[config.mk]
export PLATFORM = sky130hd
export DESIGN_NAME = id_ex_stage
export DESIGN_NICKNAME = d
export VERILOG_FILES = /design/src/rtl/mips_pipe_pkg.sv /design/src/rtl/id_ex_stage_hazard_unit.sv /design/src/rtl/id_ex_stage.sv
export SDC_FILE = /design/constraint.sdc
export NUM_CORES = 1
export LEC_CHECK = 0
export BUFFER_PORTS_ARGS = -buffer_cell sky130_fd_sc_hd__buf_2
export CAP_MARGIN = 5
export CORE_AREA = 3 3 135 137
export CTS_BUF_LIST = sky130_fd_sc_hd__clkbuf_4
export DETAILED_ROUTE_END_ITERATION = 6
export DIE_AREA = 0 0 138 140
export GPL_ROUTABILITY_DRIVEN = 0
export HOLD_SLACK_MARGIN = 0.02
export PLACE_DENSITY_LB_ADDON = 0.3
export RECOVER_POWER = 50
export SETUP_SLACK_MARGIN = 0.3
export SLEW_MARGIN = 10
export SYNTH_ARGS = -nofsm -noshare
export SYNTH_HDL_FRONTEND = slang
export SYNTH_SLANG_ARGS = --single-unit
export TNS_END_PERCENT = 1
[constraint.sdc]
create_clock -name clk -period 3.8 [get_ports clk]
set_input_delay 0.76 -clock clk [delete_from_list [all_inputs] [get_ports clk]]
set_output_delay 0.76 -clock clk [all_outputs]
set_load 0.1 [all_outputs]
[src/rtl/mips_pipe_pkg.sv]
// Shared constants for the pipelined MIPS core: control bundle layout,
// forwarding select encodings, special register numbers and match helpers.
package mips_pipe_pkg;

    localparam int CTRL_W = 13;

    // Bit positions inside {RegWrite,MemtoReg,MemRead,MemWrite,BranchEQ,BranchNE,Jump,JAL,RegDst,ALUSrc,ALUOp[2:0]}
    localparam int CTRL_REGWRITE  = 12;
    localparam int CTRL_MEMTOREG  = 11;
    localparam int CTRL_MEMREAD   = 10;
    localparam int CTRL_MEMWRITE  = 9;
    localparam int CTRL_BRANCHEQ  = 8;
    localparam int CTRL_BRANCHNE  = 7;
    localparam int CTRL_JUMP      = 6;
    localparam int CTRL_JAL       = 5;
    localparam int CTRL_REGDST    = 4;
    localparam int CTRL_ALUSRC    = 3;
    localparam int CTRL_ALUOP_MSB = 2;
    localparam int CTRL_ALUOP_LSB = 0;

    localparam logic [1:0] FWD_REGFILE = 2'b00;
    localparam logic [1:0] FWD_MEMWB   = 2'b01;
    localparam logic [1:0] FWD_EXMEM   = 2'b10;

    localparam logic [4:0] REG_RA   = 5'd31;
    localparam logic [4:0] REG_ZERO = 5'd0;

    // True when a nonzero destination is read by either source.
    function automatic logic reg_match(input logic [4:0] dest,
                                       input logic [4:0] src_a,
                                       input logic [4:0] src_b);
        return (dest != REG_ZERO) && ((dest == src_a) || (dest == src_b));
    endfunction

    // EX/MEM wins over MEM/WB; $zero is never forwarded.
    function automatic logic [1:0] fwd_sel(input logic [4:0] src,
                                           input logic [4:0] mem_dest,
                                           input logic       mem_reg_write,
                                           input logic [4:0] wb_dest,
                                           input logic       wb_reg_write);
        if (mem_reg_write && (mem_dest != REG_ZERO) && (mem_dest == src))
            return FWD_EXMEM;
        else if (wb_reg_write && (wb_dest != REG_ZERO) && (wb_dest == src))
            return FWD_MEMWB;
        else
            return FWD_REGFILE;
    endfunction

endpackage

[src/rtl/id_ex_stage_hazard_unit.sv]
// Combinational hazard unit: load-use stall, flush bubble and forwarding selects.
// Without FORWARD_EN the selects are tied off and RAW hazards stall instead.
module hazard_unit
    import mips_pipe_pkg::*;
(
    input  logic       reset,
    input  logic [4:0] id_rs,
    input  logic [4:0] id_rt,
    input  logic       ex_valid,
    input  logic       ex_mem_read,
    input  logic       ex_reg_write,
    input  logic [4:0] ex_dest,
    input  logic [4:0] ex_rs,
    input  logic [4:0] ex_rt,
    input  logic [4:0] mem_dest,
    input  logic       mem_reg_write,
    input  logic [4:0] wb_dest,
    input  logic       wb_reg_write,
    input  logic       flush,
    output logic       stall,
    output logic       bubble,
    output logic       pc_write,
    output logic       if_id_write,
    output logic [1:0] fwd_a_sel,
    output logic [1:0] fwd_b_sel
);

    logic load_use;
    logic raw;

    assign load_use = ex_valid && ex_mem_read && reg_match(ex_dest, id_rs, id_rt);

`ifdef FORWARD_EN
    logic unused_fwd_build;
    assign unused_fwd_build = ex_reg_write;
    assign raw = 1'b0;

    always_comb begin
        fwd_a_sel = FWD_REGFILE;
        fwd_b_sel = FWD_REGFILE;
        if (ex_valid) begin
            fwd_a_sel = fwd_sel(ex_rs, mem_dest, mem_reg_write, wb_dest, wb_reg_write);
            fwd_b_sel = fwd_sel(ex_rt, mem_dest, mem_reg_write, wb_dest, wb_reg_write);
        end
    end
`else
    logic unused_fwd_build;
    assign unused_fwd_build = ^{ex_rs, ex_rt};

    // Operands wait in ID until every older producer has retired.
    assign raw = (ex_valid && ex_reg_write && reg_match(ex_dest, id_rs, id_rt))
              || (mem_reg_write && reg_match(mem_dest, id_rs, id_rt))
              || (wb_reg_write  && reg_match(wb_dest,  id_rs, id_rt));

    assign fwd_a_sel = FWD_REGFILE;
    assign fwd_b_sel = FWD_REGFILE;
`endif

    // No hazard can exist while reset is held, so the front end is never frozen then.
    assign stall       = reset && (load_use || raw);
    assign bubble      = stall || flush;
    assign pc_write    = !stall || flush;
    assign if_id_write = !stall || flush;

endmodule

[src/rtl/id_ex_stage.sv]
// ID/EX pipeline register with hazard detection, flush bubbles and forwarding selects.
// Optional macro FORWARD_EN enables operand forwarding; otherwise RAW hazards stall.
module id_ex_stage
    import mips_pipe_pkg::*;
#(
    parameter int DATA_W = 32
) (
    input  logic              clk,
    input  logic              reset,
    input  logic [CTRL_W-1:0] id_ctrl,
    input  logic [DATA_W-1:0] id_pc4,
    input  logic [DATA_W-1:0] id_rd1,
    input  logic [DATA_W-1:0] id_rd2,
    input  logic [DATA_W-1:0] id_imm,
    input  logic [4:0]        id_rs,
    input  logic [4:0]        id_rt,
    input  logic [4:0]        id_rd,
    input  logic [4:0]        id_shamt,
    input  logic [5:0]        id_funct,
    input  logic              flush,
    input  logic [4:0]        mem_dest,
    input  logic [4:0]        wb_dest,
    input  logic              mem_reg_write,
    input  logic              wb_reg_write,
    output logic [CTRL_W-1:0] ex_ctrl,
    output logic [DATA_W-1:0] ex_pc4,
    output logic [DATA_W-1:0] ex_rd1,
    output logic [DATA_W-1:0] ex_rd2,
    output logic [DATA_W-1:0] ex_imm,
    output logic [4:0]        ex_rs,
    output logic [4:0]        ex_rt,
    output logic [4:0]        ex_shamt,
    output logic [5:0]        ex_funct,
    output logic [4:0]        ex_dest,
    output logic              ex_valid,
    output logic              pc_write,
    output logic              if_id_write,
    output logic [1:0]        fwd_a_sel,
    output logic [1:0]        fwd_b_sel
);

    logic       bubble;
    logic       unused_stall;
    logic [4:0] id_dest;

    assign id_dest = id_ctrl[CTRL_JAL]    ? REG_RA :
                     id_ctrl[CTRL_REGDST] ? id_rd  : id_rt;

    hazard_unit u_hazard (
        .reset        (reset),
        .id_rs        (id_rs),
        .id_rt        (id_rt),
        .ex_valid     (ex_valid),
        .ex_mem_read  (ex_ctrl[CTRL_MEMREAD]),
        .ex_reg_write (ex_ctrl[CTRL_REGWRITE]),
        .ex_dest      (ex_dest),
        .ex_rs        (ex_rs),
        .ex_rt        (ex_rt),
        .mem_dest     (mem_dest),
        .mem_reg_write(mem_reg_write),
        .wb_dest      (wb_dest),
        .wb_reg_write (wb_reg_write),
        .flush        (flush),
        .stall        (unused_stall),
        .bubble       (bubble),
        .pc_write     (pc_write),
        .if_id_write  (if_id_write),
        .fwd_a_sel    (fwd_a_sel),
        .fwd_b_sel    (fwd_b_sel)
    );

    always_ff @(posedge clk or negedge reset) begin
        if (!reset) begin
            ex_ctrl  <= '0;
            ex_pc4   <= '0;
            ex_rd1   <= '0;
            ex_rd2   <= '0;
            ex_imm   <= '0;
            ex_rs    <= '0;
            ex_rt    <= '0;
            ex_shamt <= '0;
            ex_funct <= '0;
            ex_dest  <= '0;
            ex_valid <= 1'b0;
        end else if (bubble) begin
            // A bubble carries all-zero control, so it cannot write, store or redirect.
            ex_ctrl  <= '0;
            ex_pc4   <= '0;
            ex_rd1   <= '0;
            ex_rd2   <= '0;
            ex_imm   <= '0;
            ex_rs    <= '0;
            ex_rt    <= '0;
            ex_shamt <= '0;
            ex_funct <= '0;
            ex_dest  <= '0;
            ex_valid <= 1'b0;
        end else begin
            ex_ctrl  <= id_ctrl;
            ex_pc4   <= id_pc4;
            ex_rd1   <= id_rd1;
            ex_rd2   <= id_rd2;
            ex_imm   <= id_imm;
            ex_rs    <= id_rs;
            ex_rt    <= id_rt;
            ex_shamt <= id_shamt;
            ex_funct <= id_funct;
            ex_dest  <= id_dest;
            ex_valid <= 1'b1;
        end
    end

endmodule

; ---- Word-level counts from Yosys, hierarchy flattened
; Cells that the tools add are included.
[op_classes]
div_mod_pow = 0
n_mul = 0
n_mux = 13
n_lt_le_gt_ge = 0
n_addsub = 0
bitwise_logic = 0
n_eq_ne = 6
shifts = 0
reduce_logical = 22
[op_table]
columns = cell, n
row1 = $mux 32, 4
row2 = $eq 5x5->1, 6
row3 = $mux 5, 6
row4 = $reduce_bool 5->1, 3
row5 = $mux 13, 1
row6 = $logic_and 1x1->1, 10
row7 = $logic_or 1x1->1, 8
row8 = $mux 6, 1
row9 = $logic_not 1->1, 1
row10 = $mux 1, 1
[totals]
reg_bits = 168
elab_cells = 52
ramBits = 0
romBits = 0
latch_bits = 0
memories = 0

; ---- Depth between registers and ports, before layout
; Gate-level depths: netlist of run 1.
[logic_depth]
depth_word = 10
mapped_depth = 8

; ---- Modules after synthesis
; Synthesis of run 1 repeated with hierarchy kept, for this count alone.
[hier_totals]
hier_cells = 424
area_unflattened_um2 = 5860.6
[by_module_without_submodules]
columns = mod, area_per_inst_um2, seq_area_each_um2, cells_each, n_inst
row1 = id_ex_stage, 5400.2, 4204.0, 361, 1
row2 = hazard_unit, 460.4, 0.0, 63, 1

; ---- Least setup slack after synthesis of run 1
; OpenSTA, ideal clock, no wires.
[synth_timing]
path_type = input to output
start = input wb_dest[0]
end = output pc_write
required_time_ns = 3.040
stages = 7
arrival_time_ns = 4.716
slack_ns = -1.676
cell_sequence = or4_1 -> nor2_1 -> a211oi_2 -> buf_2 -> buf_2 -> o31ai_1 -> buf_4
[synth_via]
elab_chain_cells = 9
elab_cells_between_ends = 11
classes_between = eq/ne: 2 / reduce/logical: 9
[synth_lines]
columns = element, line_no
row1 = start: declaration, id_ex_stage.sv:22  ; input logic [4:0] wb_dest,
row2 = $eq 5x5->1, mips_pipe_pkg.sv:32  ; return (dest != REG_ZERO) && ((dest == src_a) || (dest == src_b));
row3 = $logic_or 1x1->1, mips_pipe_pkg.sv:32
row4 = $logic_and 1x1->1 (*), mips_pipe_pkg.sv:32
row5 = $logic_and 1x1->1 (*), id_ex_stage_hazard_unit.sv:53  ; || (wb_reg_write && reg_match(wb_dest, id_rs, id_rt));
row6 = $logic_or 1x1->1 (*), id_ex_stage_hazard_unit.sv:53
row7 = $logic_or 1x1->1 (*), id_ex_stage_hazard_unit.sv:60  ; assign stall = reset && (load_use || raw);
row8 = $logic_and 1x1->1 (*), id_ex_stage_hazard_unit.sv:60
row9 = $logic_not 1->1 (*), n/a
row10 = $logic_or 1x1->1 (*), n/a
row11 = end: declaration, id_ex_stage.sv:36  ; output logic pc_write,
; Mark *: on every way between the ends. The rest lies on a longest branch, timed or not.

; ---- Worst setup path after layout of run 1
[layout_timing]
start = input mem_dest[0]
end = output pc_write
[layout_via]
elab_chain_cells = 10
elab_cells_between_ends = 12
classes_between = eq/ne: 2 / reduce/logical: 10
[layout_lines]
columns = element, line_no
row1 = start: declaration, id_ex_stage.sv:21  ; input logic [4:0] mem_dest,
row2 = $eq 5x5->1, mips_pipe_pkg.sv:32
row3 = $logic_or 1x1->1, mips_pipe_pkg.sv:32
row4 = $logic_and 1x1->1 (*), mips_pipe_pkg.sv:32
row5 = $logic_and 1x1->1 (*), id_ex_stage_hazard_unit.sv:52  ; || (mem_reg_write && reg_match(mem_dest, id_rs, id_rt))
row6 = $logic_or 1x1->1 (*), id_ex_stage_hazard_unit.sv:52
row7 = $logic_or 1x1->1 (*), id_ex_stage_hazard_unit.sv:53
row8 = $logic_or 1x1->1 (*), id_ex_stage_hazard_unit.sv:60
row9 = $logic_and 1x1->1 (*), id_ex_stage_hazard_unit.sv:60
row10 = $logic_not 1->1 (*), id_ex_stage_hazard_unit.sv:62  ; assign pc_write = !stall || flush;
row11 = $logic_or 1x1->1 (*), id_ex_stage_hazard_unit.sv:62
; Marked as above.

==> reports/results.ini, run 1 <==
[logic_synthesis]
dominantRegCellSynth=sky130_fd_sc_hd__dfrtp_1
synthCells=469
synth_async_sr_flop_share=1.000
seq_area_frac_synth=0.5743
synth.avg_cell_area_um2=15.61
yosysWarnings=0
synth_enable_flop_cells=0
postSynthRegisterBits=168
synth.distinct_cells=25
synth_area_um2=7321

[clock_network]
clock_sink_count=168
tritoncts=built
cts_resized=0
maximum_buffer_depth_of_the_clock_tree=2
clock_latency_ps=540
postCtsHoldBufs=0
cts_setup_buffers=0
htreeDepth=4
clkSlewWorstSetupHoldPaths_ps=140
total_cts_buffers=17
clock_root_cell=sky130_fd_sc_hd__clkbuf_4

[detailed_routing]
via_per_inst=5.150
routedWlPerCell_um=19.34
iter_0_drt_violations=209
wirelength_mm=19.80
drt-pass1-iter-count=5
drc=0
via_count=5274
post_drt_antenna_nets=0

[setup_path]
timing.setup.critical_path_class=input pin to output pin
worst_r2r_startpoint=ex_dest[0]
startpoint=mem_dest[0]
path_cells=buf_2 > or4_1 > o211ai_2 > nor2_1 > o31ai_4 > buf_2
worst_path_largest_cell_delay_ps=540
largest_fanout_on_the_critical_path=3
cp_common_cell=sky130_fd_sc_hd__buf_2
crit_path_start_kind=input pin
worstSetupEndpointType=output pin
crit_slowest_cell=sky130_fd_sc_hd__or4_1
critical_path_required_ps=3040
worst-endpoint-arrival_ps=2520

[power]
post-layout-total-power_mw=4.472
cellLeakagePower_nw=4.292
power.density_nw_per_um2=479.5
vdd_drop_max_uv=224.3

[placed_design]
dpl.cell_count=991
post_dp_cell_area_um2=9104
port_buffers=351
dp_hpwl_mm=13.47

[flow_run]
cap_viol_max_count=2

[floorplanning]
site_rows=48
die_y_um=140
dieWidth_um=138
num_io_pins=356
initial_core_util=0.4262
area_of_the_die_um2=19320
fp.coreArea_um2=17180

[cells_and_area]
design_area_um2=9328
final_layout_size_suffix_gt1_frac=0.5345
num-fill-cells=1513
finalNetCount=967
final-instance-count-excl-fill=1024
area_growth_pct=27.41

[sta]
finalSetupViolations=0
fmax_mhz=304.5
timing.max_slew.rel_slack=-0.1574
hold_slack_ps=92.62
finalClockSkew_ps=21.84
totalNegativeSetupSlack_ps=0
fin_crit_ps=3285
maxSlewViolCount=139
timing.final.hold_violations=0
setup_repair_after_global_routing_missed_its_margin=no
max_slew.worst_pin.slew_ps=1736
fin_crit_sh=0.8644

[global_route]
grt_antenna_before_repair=3
grt_first_pass_wirelength_mm=31.46
first_global_vias=5842
largest_net_degree_at_the_start_of_global_routing=169
globalRouteTotalUtil=0.2025
grt_total_ovfl=0

[run_status]
violations=capacitance limit, slew limit
run_status=finished, violations left

[hold_path]
class_of_the_worst_hold_path=input pin to asynchronous set/reset pin

==> sequential cells by signal, indices dropped and copies added, names as in the netlist, 6 cells and up <==
register,cells
ex_funct,6
ex_ctrl,13
ex_pc4,32
ex_imm,32
ex_rd2,32
ex_rd1,32
==> final timing paths <==
| path | endpoint | slack [ps] | cells past startpoint |
|---|---|---|---|
| min in group clk | ex_imm[31] | 460 | 2 |
| max reg2reg | ex_pc4[11] | 1570 | 6 |
| min | ex_rd1[19] | 90 | 1 |
| max in group asynchronous | ex_imm[29] | 1700 | 2 |
| max | pc_write | 520 | 6 |
| min reg2reg | ex_rt[3] | 1090 | 3 |
==> synth_stat cells, types with 2 or more instances <==
master                       n  area (um^2)
sky130_fd_sc_hd__buf_4      17        127.6
sky130_fd_sc_hd__nor2b_1     5        31.28
sky130_fd_sc_hd__or4_1       2        15.01
sky130_fd_sc_hd__nor4b_2   120         1802
sky130_fd_sc_hd__dfrtp_1   168         4204
sky130_fd_sc_hd__nor2_1      8        30.03
sky130_fd_sc_hd__nor4_1      5        31.28
sky130_fd_sc_hd__a211oi_1    5        37.54
sky130_fd_sc_hd__buf_6      13        146.4
sky130_fd_sc_hd__xor2_1     26        227.7
sky130_fd_sc_hd__clkbuf_1   27        101.4
sky130_fd_sc_hd__nand3_1     2        10.01
sky130_fd_sc_hd__buf_2       6        30.03
sky130_fd_sc_hd__nand2_1     2        7.510
sky130_fd_sc_hd__a22oi_1     2        15.01
sky130_fd_sc_hd__xnor2_1     4        35.03
sky130_fd_sc_hd__nor4b_1    42        367.9
sky130_fd_sc_hd__nor3_1      8        40.04
==> worst max-delay path, delay by kind of cell <==
family                 cells  cell delay [ps]
AO/OA/AOI/OAI              2              530
AND/OR/NAND/NOR            2              640
buffers and inverters      2              600
==> metrics by stage <==
step	utilization	setup slack, ps
6_report	0.5431	515.4
4_1_cts	0.5492	504.2
3_3_place_gp	0.5300	541.8
3_5_place_dp	0.5300	509.7
2_1_floorplan	-	104.3
5_1_grt	0.5431	351.2
==> per-layer routing <==
metal | GRT usage | up-vias | wire length, um
met5 | 0 | - | 13
met4 | 0.06812 | 2 | 277
met3 | 0.08774 | 23 | 1957
met2 | 0.3428 | 250 | 10090
met1 | 0.2315 | 2634 | 7466
li1 | - | 2365 | -
==> placed cells by master, fill, tap and decap left out, types with 3 or more instances in the layout <==
cell	instances
sky130_fd_sc_hd__buf_12	4
sky130_fd_sc_hd__xnor2_1	4
sky130_fd_sc_hd__nor4b_2	120
sky130_fd_sc_hd__buf_2	264
sky130_fd_sc_hd__clkbuf_4	18
sky130_fd_sc_hd__dfrtp_1	168
sky130_fd_sc_hd__a211oi_1	5
sky130_fd_sc_hd__xor2_1	26
sky130_fd_sc_hd__nor2b_1	5
sky130_fd_sc_hd__conb_1	4
sky130_fd_sc_hd__nor3_1	8
sky130_fd_sc_hd__clkinvlp_4	3
sky130_fd_sc_hd__nor4_1	5
sky130_fd_sc_hd__clkbuf_1	85
sky130_fd_sc_hd__nor4b_1	42
sky130_fd_sc_hd__nor2_1	8
sky130_fd_sc_hd__bufinv_16	4
==> cell families after synthesis <==
family                 Yosys count  share of synthesized area
XOR/XNOR                        30                    0.03589
AO/OA/AOI/OAI                   12                    0.01453
buffers and inverters           64                    0.05589
other                            1                  0.0005122
flip-flops                     168                     0.5743
AND/OR/NAND/NOR                194                     0.3189
==> power breakdown <==
part           internal [mW]  switching, mW  total (mW)  leakage [nW]
sequential              1.90         0.0368        1.93          2.17
clock                  0.538          0.636        1.17         0.167
combinational          0.258           1.11        1.37          1.96
==> area by class of cell <==
| class | instances | area, um^2 | area share |
|---|---|---|---|
| multi-input combinational | 240 | 2748 | 0.2946 |
| clock inverter | 13 | 195.2 | 0.02093 |
| antenna | 2 | 5.005 | 0.0005366 |
| clock buffer | 18 | 135.1 | 0.01449 |
| sequential | 168 | 4204 | 0.4507 |
| inverter | 1 | 3.754 | 0.0004024 |
| timing repair buffer | 357 | 1755 | 0.1882 |
| tap | 225 | 281.5 | 0.03018 |
Note: power is estimated with default switching activity, not from simulation.
==> inputs of run 2 (changes only) <==
--- a/config.mk
+++ b/config.mk
@@ -5,16 +5,17 @@
 export SDC_FILE = /design/constraint.sdc
 export NUM_CORES = 1
 export LEC_CHECK = 0
+export ABC_AREA = 1
 export BUFFER_PORTS_ARGS = -buffer_cell sky130_fd_sc_hd__buf_2
 export CAP_MARGIN = 5
-export CORE_AREA = 3 3 135 137
+export CORE_AREA = 3 3 136 138
 export CTS_BUF_LIST = sky130_fd_sc_hd__clkbuf_4
 export DETAILED_ROUTE_END_ITERATION = 6
-export DIE_AREA = 0 0 138 140
+export DIE_AREA = 0 0 139 141
 export GPL_ROUTABILITY_DRIVEN = 0
 export HOLD_SLACK_MARGIN = 0.02
 export PLACE_DENSITY_LB_ADDON = 0.3
-export RECOVER_POWER = 50
+export RECOVER_POWER = 100
 export SETUP_SLACK_MARGIN = 0.3
 export SLEW_MARGIN = 10
 export SYNTH_ARGS = -nofsm -noshare
==> run 2 against run 1 <==
Effect of this change:
- the run now ends clean
- via count down 4.0%
- clock-buffer cell count unchanged
- clock power down 15%
- worst hold slack better by 300 ps
- power down 5.9%
- routed wire length down 15%
- first-iteration DRC count down 11%
- maximum frequency up 14%
- die area up 1.4%
- critical path type is now flop to output pin
- critical endpoint unchanged
- largest power group unchanged
==> reports/results.ini, run 2 <==
[logic_synthesis]
yosysMostFrequentCell=sky130_fd_sc_hd__nor2_1
yosysWarnings=0
synth_area_um2=6285
yosysTopAreaCellShare=0.6689
dominantRegCellSynth=sky130_fd_sc_hd__dfrtp_1
synth_async_sr_flop_share=1.000
synthCells=666
synth_largest_area_cell=sky130_fd_sc_hd__dfrtp_1
netlist_top_cells_area=sky130_fd_sc_hd__dfrtp_1 (67%), sky130_fd_sc_hd__nor2_1 (11%), sky130_fd_sc_hd__inv_1 (11%)
seq_area_frac_synth=0.6689
synth.avg_cell_area_um2=9.437
synth_enable_flop_cells=0
most_frequent_cells_after_synthesis=sky130_fd_sc_hd__nor2_1 (190), sky130_fd_sc_hd__inv_1 (176), sky130_fd_sc_hd__dfrtp_1 (168)
postSynthRegisterBits=168
synth.distinct_cells=19

[sta]
finalClockSkew_ps=25.04
fmax_mhz=346.9
fin_crit_sh=0.7587
timing.final.hold_violations=0
finalSetupViolations=0
maxSlewViolCount=0
timing.max_slew.rel_slack=0.1396
max_slew.worst_pin.slew_ps=1296
fin_crit_ps=2883
setup_repair_after_global_routing_missed_its_margin=no
totalNegativeSetupSlack_ps=0

[clock_network]
clkSlewWorstSetupHoldPaths_ps=170
clock_root_cell=sky130_fd_sc_hd__clkbuf_4
maximum_buffer_depth_of_the_clock_tree=2
htreeDepth=4
tritoncts=built
cts_setup_buffers=0
clock_sink_count=168
total_cts_buffers=17
cts_resized=0
clock_latency_ps=540

[setup_path]
largest_fanout_on_the_critical_path=4
worst-r2r-cell-count=12
timing.critical_path.to=pc_write
startpoint=ex_dest[3]
critical_path_required_ps=3040
rr_endpoint=ex_rd1[9]
timing.setup.critical_path_class=flop to output pin
worst_r2r_startpoint=ex_dest[0]
crit_path_start_kind=flop
worstSetupEndpointType=output pin
timing.reg2reg.setup_slack_ps=1040
worst-endpoint-arrival_ps=2120

[power]
cellLeakagePower_nw=4.849
post-layout-total-power_mw=4.209
net-switching-power_mw=1.842
power.internal_mw=2.366
power.density_nw_per_um2=511.7
share_seq_of_total_power=0.459
comb_power_share=0.304
share_clk_of_total_power=0.238
sw_frac_of_total=0.4377
vdd_drop_max_uv=235.0

[global_route]
largest_net_degree_at_the_start_of_global_routing=168
grt_first_pass_wirelength_mm=25.97
first_global_vias=5113
grt_antenna_before_repair=1
grt_total_ovfl=0
globalRouteTotalUtil=0.1674

[detailed_routing]
routedWlPerCell_um=13.40
via_per_inst=4.028
iter_0_drt_violations=185
drc=0
drt-pass1-iter-count=4
wirelength_mm=16.85
post_drt_antenna_nets=0
via_count=5063

[floorplanning]
fp.coreArea_um2=17300
die_y_um=141
area_of_the_die_um2=19600
num_io_pins=356
dieWidth_um=139
site_rows=48
initial_core_util=0.3634

[cells_and_area]
finalNetCount=1200
final_layout_size_suffix_gt1_frac=0.2163
area_growth_pct=30.88
layout_commonest_cell=sky130_fd_sc_hd__nor2_1
mostFrequentLayoutCells=sky130_fd_sc_hd__nor2_1 (190), sky130_fd_sc_hd__buf_2 (182), sky130_fd_sc_hd__inv_1 (176), sky130_fd_sc_hd__clkbuf_1 (171), sky130_fd_sc_hd__dfrtp_1 (168)

[flow_run]
cap_viol_max_count=0

[placed_design]
port_buffers=351
dp_hpwl_mm=12.43

[run_status]
run_status=finished, final reports clean

[hold_path]
class_of_the_worst_hold_path=input pin to flop

run 2: cell types whose count changed in the layout (fill, tap and decap cells not counted), sizes merged, moves of 4 or more:
cell    previous run  this run
nand2              2        72
nor4b            162         0
nor2b              5         0
nor3               8         0
xor2              26         1
buf              269       183
clkbuf           106       190
nor4               5         0
inv                5       190
bufinv             4         0
nand3              2        10
nor2               8       190
run 2: cells by family (layout without fill, tap and decap cells):
family / count (synthesis) / count (layout) / share of synthesized area
compound gates: 9 / 9 / 0.009556
flops: 168 / 168 / 0.6689
simple gates: 273 / 273 / 0.1658
buf+inv: 208 / 570 / 0.1453
other cells: 1 / 5 / 0.0005967
xor+xnor: 7 / 7 / 0.009755
run 2: critical path, stage by stage, from the launching register on:
cell	delay, ps
sky130_fd_sc_hd__dfrtp_1	470
sky130_fd_sc_hd__inv_1	90
sky130_fd_sc_hd__nand4_1	110
sky130_fd_sc_hd__o211ai_1	100
sky130_fd_sc_hd__inv_1	70
sky130_fd_sc_hd__nand2_1	70
sky130_fd_sc_hd__nand3_1	130
sky130_fd_sc_hd__nand3_2	110
sky130_fd_sc_hd__buf_2	430
run 2: what timing repair did:
action                                  4_1_cts  5_1_grt
endpoints found under the hold margin         1        0
hold buffers                                  1        0
endpoints found under the setup margin        0        0
run 2: worst min path at each step:
stage	end	from	cells past startpoint	slack (ps)
final	ex_rd2[20]	id_rd2[20]	3	400
after global routing	ex_rd2[20]	id_rd2[20]	3	290
after CTS	ex_imm[4]	id_imm[4]	3	310
after detailed placement	ex_rt[4]	reset	1	550
after global placement	ex_rt[4]	reset	1	550
after floorplan	ex_ctrl[0]	reset	0	460
run 2: area by class of cell:
| type | instances | area, um^2 |
|---|---|---|
| diodes | 1 | 2.502 |
| clock buffers | 18 | 135.1 |
| fillers | 1739 | 9071 |
| well taps | 225 | 281.5 |
| repair buffers | 356 | 1588 |
| inverters | 182 | 683.2 |
| flip-flops and latches | 168 | 4204 |
| multi-input cells | 293 | 1197 |
| clock inverters | 14 | 133.9 |
run 2: through the flow:
stage | worst slack, ps | cell area, um^2 | instances | hold WS, ps | util
floorplan | 577.5 | 6301 | 669 | 464.4 | -
global placement | 1024 | 8184 | 1223 | 549.3 | 0.4732
detailed placement | 1005 | 8184 | 1223 | 549.3 | 0.4732
CTS | 821.2 | 8463 | 1256 | 313.6 | 0.4893
global route | 660.8 | 8225 | 1257 | 291.5 | 0.4756
finish | 917.1 | 8225 | 1257 | 395.4 | 0.4756
run 2: power by group through the flow:
stage / Clock (mW) / Sequential (mW) / Combinational, mW
global route: 1.12 / 1.94 / 1.34
CTS: 1.05 / 1.93 / 1.33
finish: 1.00 / 1.93 / 1.28
detailed placement: 0 / 1.96 / 1.32
floorplan: 0 / 2.77 / 0.212
global placement: 0 / 1.96 / 1.32
run 2: routing by layer:
metal  up-vias  GRT usage  wire length (um)
met5         -          0                 0
met4         0    0.04943               237
met3        15    0.07632              1739
met2       240     0.2769              8173
met1      2270     0.1975              6700
li1       2538          -                 -
==> inputs of run 3 (changes only) <==
==> constraint.sdc (replaced) <==
create_clock -name clk -period 2.6 [get_ports clk]
set_input_delay 0.52 -clock clk [delete_from_list [all_inputs] [get_ports clk]]
set_output_delay 0.52 -clock clk [all_outputs]
set_load 0.1 [all_outputs]
==> run 3 against run 2 <==
Effect of this change:
- the flow now finishes with violations (capacitance limit, slew limit)
- clock power grew 32%
- combinational power grew 48%
- clock skew shrank 3.5 ps
- sequential share of layout area shrank 0.84 points
- flip-flop and latch count is the same
- final area grew 2.2%
- highest routed layer unchanged
==> reports/results.ini, run 3 (synthesis gave the netlist of run 2 again) <==
[floorplanning]
area_of_the_die_um2=19600
site_rows=48
initial_core_util=0.3634
die_y_um=141
dieWidth_um=139
num_io_pins=356
fp.coreArea_um2=17300

[setup_path]
crit_path_start_kind=flop
crit_slowest_cell=sky130_fd_sc_hd__dfrtp_4
worst-endpoint-arrival_ps=1900
worst_path_largest_cell_delay_ps=500
startpoint=ex_dest[2]
worstSetupEndpointType=output pin
cp_common_cell=sky130_fd_sc_hd__nand2_1
timing.setup.critical_path_class=flop to output pin
largest_fanout_on_the_critical_path=3
timing.reg2reg.setup_slack_ps=330
worst_path_dominant_cell_family=flip-flops
worst-r2r-cell-count=10
worst_r2r_startpoint=ex_dest[2]
rr_endpoint=ex_rd1[9]
worstPathBufferInverterCount=2
path_cells=buf_4 > xnor2_1 > nand3_1 > nand2_1 > nand2_1 > nand3_2 > nand3_4 > buf_12
critical_path_required_ps=2080

[global_route]
grt_total_ovfl=0
grt_antenna_before_repair=1
grt_first_pass_wirelength_mm=26.99
globalRouteTotalUtil=0.1737
largest_net_degree_at_the_start_of_global_routing=102
first_global_vias=5192

[detailed_routing]
drt-pass1-iter-count=5
iter_0_drt_violations=218
via_per_inst=4.032
wirelength_mm=16.96
routedWlPerCell_um=13.38
post_drt_antenna_nets=0
drc=0
via_count=5112

[clock_network]
total_cts_buffers=17
clock_root_cell=sky130_fd_sc_hd__clkbuf_4
tritoncts=built
clkSlewWorstSetupHoldPaths_ps=150
htreeDepth=4
clock_latency_ps=530
clock_sink_count=168
maximum_buffer_depth_of_the_clock_tree=2

[sta]
fin_crit_sh=0.9305
maxSlewViolCount=66
timing.final.hold_violations=0
post_route_worst_setup_slack_ps=180.7
timing.max_slew.rel_slack=-0.04635
setup_repair_after_global_routing_missed_its_margin=yes
totalNegativeSetupSlack_ps=0
fin_crit_ps=2419
fmax_mhz=413.3
finalSetupViolations=0
max_slew.worst_pin.slew_ps=1570
finalClockSkew_ps=21.51

[cells_and_area]
final_layout_size_suffix_gt1_frac=0.2994
design_area_um2=8403
finalNetCount=1212
area_growth_pct=33.70
mostFrequentLayoutCells=sky130_fd_sc_hd__nor2_1 (188), sky130_fd_sc_hd__buf_2 (180), sky130_fd_sc_hd__inv_1 (173), sky130_fd_sc_hd__dfrtp_1 (162), sky130_fd_sc_hd__clkbuf_1 (102)
num-fill-cells=1753
layout_commonest_cell=sky130_fd_sc_hd__nor2_1

[placed_design]
post_dp_cell_area_um2=8314
place_worst_setup_slack_ps=399.2
dp_hpwl_mm=13.08
port_buffers=351

[power]
power.density_nw_per_um2=720.8
vdd_drop_max_uv=496.5
cellLeakagePower_nw=5.101

[run_status]
run_status=finished, violations left
violations=capacitance limit, slew limit

[hold_path]
class_of_the_worst_hold_path=input pin to flop
timing.hold.worst_path_depth=3
hold-path-endpoint=ex_pc4[7]
worst_hold_startpoint=id_pc4[7]

[flow_run]
cap_viol_max_count=1

[run 3: final cells by class]
cell class	count	area [um^2]	share of cell area
diodes	1	2.502	0.0002978
clock inverters	13	97.59	0.01161
flip-flops and latches	168	4224	0.5027
inverters	182	683.2	0.08130
clock buffers	18	135.1	0.01608
multi-input cells	293	1219	0.1450
well taps	225	281.5	0.03350
repair buffers	368	1760	0.2095
[run 3: through the flow]
step | util | power (mW) | hold slack (ps) | instances
floorplan | - | 4.374 | 224.4 | 669
global placement | 0.4807 | 4.813 | 330.8 | 1232
detailed placement | 0.4807 | 4.828 | 328.0 | 1232
CTS | 0.4957 | 6.188 | 96.97 | 1266
global route | 0.4858 | 6.366 | 79.50 | 1268
finish | 0.4858 | 6.057 | 170.4 | 1268
[run 3: how the worst max path moves through the flow]
stage / endpoint / depth (start not counted) / slack (ps)
floorplan: pc_write / 10 / 340
global placement: ex_rd1[21] / 13 / 450
detailed placement: ex_pc4[22] / 13 / 400
CTS: if_id_write / 10 / 100
global route: pc_write / 9 / 30
finish: pc_write / 8 / 180
[run 3: worst register-to-register path, cell delays in order, from the launching register on]
cell,delay (ps)
sky130_fd_sc_hd__dfrtp_4,500
sky130_fd_sc_hd__buf_4,150
sky130_fd_sc_hd__xnor2_1,140
sky130_fd_sc_hd__nand3_1,90
sky130_fd_sc_hd__nand2_1,70
sky130_fd_sc_hd__nand2_1,50
sky130_fd_sc_hd__nand3_2,90
sky130_fd_sc_hd__nand2_1,130
sky130_fd_sc_hd__nand2_8,280
sky130_fd_sc_hd__clkbuf_1,550
sky130_fd_sc_hd__nor2_1,100
[run 3: where the power goes]
group / switching (mW) / leakage, nW / total (mW) / internal [mW]
registers: 0.0531 / 2.16 / 2.83 / 2.77
clock network: 0.931 / 0.117 / 1.32 / 0.394
logic: 1.62 / 2.82 / 1.90 / 0.281
total: 2.61 / 5.10 / 6.06 / 3.45
[run 3: what timing repair did]
| item | CTS | global route |
|---|---|---|
| setup endpoints to repair | 2 | 2 |
| gates resized for setup | 2 | 5 |
| hold endpoints to repair | 2 | 0 |
| hold buffers | 1 | 0 |
| pin swaps | 3 | 3 |
| setup buffers | 2 | 1 |
[run 3: metal layers]
layer,up-vias,share of wire,wire (um),global-route usage
li1,2560,-,-,-
met4,0,0.015,258,0.05458
met2,216,0.51,8658,0.2992
met5,-,0,0,0
met1,2318,0.38,6412,0.2006
met3,18,0.096,1630,0.06818
